### config.mk
export PLATFORM = sky130hd
export DESIGN_NAME = btn_event_decoder
export DESIGN_NICKNAME = d
export VERILOG_FILES = /design/src/rtl/btn_pkg.sv /design/src/rtl/ce_tick_counter.sv /design/src/rtl/btn_event_decoder.sv
export SDC_FILE = /design/constraint.sdc
export NUM_CORES = 1
export LEC_CHECK = 0
export ABC_AREA = 1
export BUFFER_PORTS_ARGS = -buffer_cell sky130_fd_sc_hd__buf_2
export CORE_UTILIZATION = 55
export CTS_BUF_LIST = sky130_fd_sc_hd__clkbuf_4 sky130_fd_sc_hd__clkbuf_8 sky130_fd_sc_hd__clkbuf_16
export DETAILED_ROUTE_END_ITERATION = 7
export PLACE_DENSITY = 0.76
export SLEW_MARGIN = 20
export SYNTH_ARGS = -nofsm -noshare
export SYNTH_HDL_FRONTEND = slang
export SYNTH_SLANG_ARGS = --single-unit
### constraint.sdc
create_clock -name CLK -period 1.68 [get_ports CLK]
set_clock_uncertainty 0.05 [all_clocks]
set_input_delay 0.084 -clock CLK [delete_from_list [all_inputs] [get_ports CLK]]
set_output_delay 0.084 -clock CLK [all_outputs]
set_load 0.05 [all_outputs]
### src/rtl/btn_pkg.sv
// Shared state encoding for the button gesture decoder.
package btn_pkg;

    localparam int unsigned ST_W = 3;

    localparam logic [ST_W-1:0] ST_IDLE   = 3'd0;
    localparam logic [ST_W-1:0] ST_PRESS1 = 3'd1;
    localparam logic [ST_W-1:0] ST_WAIT2  = 3'd2;
    localparam logic [ST_W-1:0] ST_PRESS2 = 3'd3;
    localparam logic [ST_W-1:0] ST_HELD   = 3'd4;

    typedef enum logic [ST_W-1:0] {
        StIdle   = ST_IDLE,
        StPress1 = ST_PRESS1,
        StWait2  = ST_WAIT2,
        StPress2 = ST_PRESS2,
        StHeld   = ST_HELD
    } btn_state_e;

endpackage

### src/rtl/ce_tick_counter.sv
// Counts CE ticks; synchronous clear wins over counting. TC flags the tick at CNT == N-1.
module ce_tick_counter #(
    parameter int unsigned W = 10,
    parameter int unsigned N = 500
) (
    input  logic         CLK,
    input  logic         RST,
    input  logic         CLR,
    input  logic         CE,
    output logic [W-1:0] CNT,
    output logic         TC
);

    localparam logic [W-1:0] LAST = W'(N - 1);

    logic [W-1:0] cnt_q;

    // Tick counter register
    always_ff @(posedge CLK or posedge RST) begin
        if (RST) begin
            cnt_q <= '0;
        end else if (CLR) begin
            cnt_q <= '0;
        end else if (CE) begin
            cnt_q <= cnt_q + W'(1);
        end
    end

    assign CNT = cnt_q;
    assign TC  = CE & (cnt_q == LAST);

endmodule

### src/rtl/btn_event_decoder.sv
// Turns debounced button activity into one-cycle click / double / long / repeat strobes.
module btn_event_decoder
    import btn_pkg::*;
#(
    parameter int unsigned LONG_TICKS = 500,
    parameter int unsigned DBL_TICKS  = 250,
    parameter int unsigned RPT_TICKS  = 100,
    parameter int unsigned CNT_W      = 10
) (
    input  logic            CLK,
    input  logic            RST,
    input  logic            CE,
    input  logic            BTN_LVL,
    input  logic            BTN_PRESS,
    output logic            SHORT_CEO,
    output logic            DOUBLE_CEO,
    output logic            LONG_CEO,
    output logic            REPEAT_CEO,
    output logic [ST_W-1:0] STATE
);

    localparam logic [CNT_W-1:0] DBL_LAST = CNT_W'(DBL_TICKS - 1);
    localparam logic [CNT_W-1:0] RPT_LAST = CNT_W'(RPT_TICKS - 1);

    btn_state_e       state_q, state_d;
    logic             short_q, short_d;
    logic             double_q, double_d;
    logic             long_q, long_d;
    logic             repeat_q, repeat_d;
    logic             rpt_clr;
    logic             cnt_clr;
    logic [CNT_W-1:0] cnt;
    logic             long_tc;
    logic             dbl_tc;
    logic             rpt_tc;

    // One shared counter; the long threshold comes from its TC, the others are decoded here.
    ce_tick_counter #(
        .W (CNT_W),
        .N (LONG_TICKS)
    ) u_cnt (
        .CLK (CLK),
        .RST (RST),
        .CLR (cnt_clr),
        .CE  (CE),
        .CNT (cnt),
        .TC  (long_tc)
    );

    assign dbl_tc  = CE & (cnt == DBL_LAST);
    assign rpt_tc  = CE & (cnt == RPT_LAST);
    // Any state change restarts the tick count, as does each repeat strobe.
    assign cnt_clr = rpt_clr | (state_d != state_q);

    // Next-state and strobe decode; releases and presses beat same-cycle timeouts
    always_comb begin
        state_d  = state_q;
        short_d  = 1'b0;
        double_d = 1'b0;
        long_d   = 1'b0;
        repeat_d = 1'b0;
        rpt_clr  = 1'b0;
        case (state_q)
            StIdle: begin
                if (BTN_PRESS) state_d = StPress1;
            end
            StPress1: begin
                if (!BTN_LVL) begin
                    state_d = StWait2;
                end else if (long_tc) begin
                    state_d = StHeld;
                    long_d  = 1'b1;
                end
            end
            StWait2: begin
                if (BTN_PRESS) begin
                    state_d = StPress2;
                end else if (dbl_tc) begin
                    state_d = StIdle;
                    short_d = 1'b1;
                end
            end
            StPress2: begin
                if (!BTN_LVL) begin
                    state_d  = StIdle;
                    double_d = 1'b1;
                end
            end
            StHeld: begin
                if (!BTN_LVL) begin
                    state_d = StIdle;
                end else if (rpt_tc) begin
                    repeat_d = 1'b1;
                    rpt_clr  = 1'b1;
                end
            end
            default: state_d = StIdle;
        endcase
    end

    // State and registered strobes
    always_ff @(posedge CLK or posedge RST) begin
        if (RST) begin
            state_q  <= StIdle;
            short_q  <= 1'b0;
            double_q <= 1'b0;
            long_q   <= 1'b0;
            repeat_q <= 1'b0;
        end else begin
            state_q  <= state_d;
            short_q  <= short_d;
            double_q <= double_d;
            long_q   <= long_d;
            repeat_q <= repeat_d;
        end
    end

    assign SHORT_CEO  = short_q;
    assign DOUBLE_CEO = double_q;
    assign LONG_CEO   = long_q;
    assign REPEAT_CEO = repeat_q;
    assign STATE      = state_q;

endmodule

==> impl_summary.txt <==
----------------------------------------------------
[Global route]
  Met1 Resource Use GR ... 0.302
  Grt met2 use ... 0.328
  Antenna violations before repair ... 0
  Busiest layer in global routing ... met2
  Final global-route overflow total ... 0
  Maximum number of pins on one net before global-route repair ... 18
  Global-route wire length before repair ... about 3000 um
  Met3 Track Usage GR ... 0.0375
  GRT Util Overall ... 0.216
  Number of global-route vias before repair ... 709

[Floorplan]
  Starting Density ... 0.611
  Die area ... 1900 um2
  IO Count ... 12
  Horiz. Die Dim ... 43.6 um
  Row Count ... 14
  Core box area ... 1560 um2
  Die extent in y ... 43.6 um

[Flow run]
  Number of maximum-capacitance violations ... 0

[Drt]
  Routed WL per cell ... 11.6 um
  Number of remaining DRC errors ... 0
  Initial drt markers ... 22
  Aggregate routed wire length ... about 1700 um
  Drt first pass iters ... 4
  Remaining number of nets flagged by the antenna check after routing ... 0
  Via-per-instance ratio ... 5.25
  Vias ... 761

[Worst setup path]
  Worst reg2reg path depth ... 9
  Launching point of the worst reg2reg path ... u_cnt.CNT[1]$_DFFE_PP0P_
  Slowest-stage cell, CP ... dfrtp_1
  Crit path largest cell delay ... 0.42 ns
  Crit start category ... flip-flop
  Capturing element type of the critical path ... flip-flop
  CP Class ... flip-flop to flip-flop
  Worst-path cell chain ... inv_1 > ha_1 > inv_1 > nor2_1 > nand3_1 > nand2_1 > nand3_1 > nand3_4 > nor2_1
  Maximum fanout encountered on the critical timing path ... 10
  RR Endpoint ... u_cnt.CNT[2]$_DFFE_PP0P_
  Data arrival, critical path ... 1.63 ns
  Critical path data required time ... 1.81 ns
  Slack of the worst reg-to-reg path ... 0.18 ns
  CP startpoint ... u_cnt.CNT[1]$_DFFE_PP0P_

[Synth]
  Post-synthesis cell count ... 114
  Top cells by area in the synthesized netlist ... dfrtp_1, nand2_1, nor2_1, inv_1, nand3_1
  Seq/Total Area, Yosys ... 0.447
  Synthesis warning total ... 0
  Count of cell types in the netlist ... 24
  Summed instance area of the synthesized netlist ... 952 um2
  Avg Synthesized Cell Area ... between 8 and 9 um2
  Fraction of synthesized cell area taken by the top area cell type ... 0.447
  Yosys top cell by area ... dfrtp_1
  Total of flip-flops plus latches after synthesis ... 17
  Number of nets produced by synthesis ... 121

[Status]
  Run status ... complete, no violations

[Timing]
  Minimum setup slack in the final design ... 0.177 ns
  Final hold violation count ... 0
  RSZ-0062 raised after global routing ... false
  Final period util ... 0.895
  Worst-case headroom to the max-slew limit ... 0.573
  Max-slew violation count ... 0
  Worst slew pin tran ... 0.640 ns
  Min Clock Period, post-route ... about 1.5 ns
  Highest attainable clock frequency ... 665 MHz
  Final setup violation count ... 0
  Total negative setup slack ... 0 ns

[Placed design]
  Setup WS pre-CTS ... 0.175 ns
  Number of buffers inserted by port buffering ... 11
  Post-DP HPWL ... 1260 um
  Last weighted congestion value of the routability-driven placer ... 0.850

[Clock tree]
  H-tree depth ... 1
  Cts repair resizes ... 0
  Clock root buffer master ... clkbuf_4
  Number of buffers inserted for hold repair after clock tree synthesis ... 2
  Number of buffers inserted during clock tree synthesis ... 3
  Post-CTS setup buffer count ... 0
  Clock slew at the register clock pins of the worst setup and hold paths ... 0.10 ns
  Sink count of the clock tree ... 17
  Maximum clock path buffer count ... 2
  TritonCTS clock tree ... done
  Clock latency on the worst-skew pair ... a little under 0.3 ns

[Power and ir drop]
  Worst ir drop on vdd ... roughly 0.76 mV
  Power density relative to cell area ... 1130 nW/um2
  Leakage component of the power ... 0.530 nW

[Hold path]
  Hold path endpoint ... STATE[0]$_DFF_PP0_
  Class of the tightest hold or removal check ... input pin to flip-flop
  Hold Crit Depth ... 5
  Hold Startpoint ... BTN_PRESS

[Cells and area]
  Commonest non-fill, non-tap cell in the layout ... nand2_1
  Number of nets in the final layout ... 137
  Diode insertion count for antenna repair ... 0
  Fraction of layout instances using a drive strength above 1 ... 0.186
  Most frequent cells in the layout ... nand2_1, nor2_1, dfrtp_1
  Relative area change from synthesis to final layout ... 11.6%

----------------------------------------------------
==> Yosys cell counts <==
cell type,n
nor2_1,18
nor3_1,3
o31ai_2,1
o31ai_1,1
nand2_1,20
inv_1,15
nand3_1,11
or2_1,1
xor2_1,6
nand3_4,1
buf_4,2
ha_1,2
dfrtp_1,17
inv_2,3
nor3_2,1
and3_1,1
nor4_1,2
nor4_4,1
o21ai_0,1
nor2_2,1
o211ai_1,1
nand4_1,2
xnor2_1,2
nor2_4,1
==> worst max path at each step <==
stage / end
2_1_floorplan: u_cnt.CNT[1]$_DFFE_PP0P_
3_3_place_gp: u_cnt.CNT[1]$_DFFE_PP0P_
3_5_place_dp: u_cnt.CNT[2]$_DFFE_PP0P_
4_1_cts: u_cnt.CNT[2]$_DFFE_PP0P_
5_1_grt: u_cnt.CNT[2]$_DFFE_PP0P_
6_report: u_cnt.CNT[2]$_DFFE_PP0P_
==> kinds of logic after synthesis <==
group,share of synthesized area
AOI/OAI and AO/OA,0.0342
xor gates and xnor gates,0.0736
adders and majority gates,0.0263
buffers and inverters,0.0867
DFF,0.447
and+or+nand+nor,0.332
==> through the flow <==
stage,hold slack (ns),area (um2),power (mW),utilization,std cells
2_1_floorplan,-0.0399,952,0.890,-,114
3_3_place_gp,0.140,1010,0.960,0.649,139
3_5_place_dp,0.154,1010,0.977,0.649,139
4_1_cts,0.117,1060,1.22,0.681,145
5_1_grt,0.140,1060,1.28,0.681,145
6_report,0.117,1060,1.20,0.681,145
==> sequential cells by signal (all words and copies together), names as in the netlist <==
register / count
u_cnt.CNT: 10
STATE: 3
DOUBLE_CEO: 1
LONG_CEO: 1
REPEAT_CEO: 1
SHORT_CEO: 1
==> cell type report <==
| cell class | instances | area [um2] |
|---|---|---|
| fillers | 135 | 497 |
| flip-flops and latches | 17 | 425 |
| well taps | 16 | 20.0 |
| clock buffers | 4 | 30.0 |
| inverters | 18 | 67.6 |
| repair buffers | 13 | 75.1 |
| multi-input cells | 77 | 444 |
==> worst max-delay path, delay by kind of cell, from the launching register on <==
kind                       cells  cell delay (ns)
and+or+nand+nor                6             0.68
adders and majority gates      1             0.13
DFF                            1             0.42
buffers and inverters          2             0.11
==> report_power, final <==
group	internal, mW	total [mW]	switching (mW)
Sequential	0.456	0.524	0.0681
Combinational	0.127	0.444	0.317
Clock	0.108	0.231	0.122
==> per-layer routing <==
layer / wire length (um) / vias to the layer above
li1: - / 394
met1: 831 / 345
met2: 774 / 18
met3: 59 / 4
met4: 20 / 0
met5: 0 / -
Note: power is estimated with default switching activity, not from simulation.
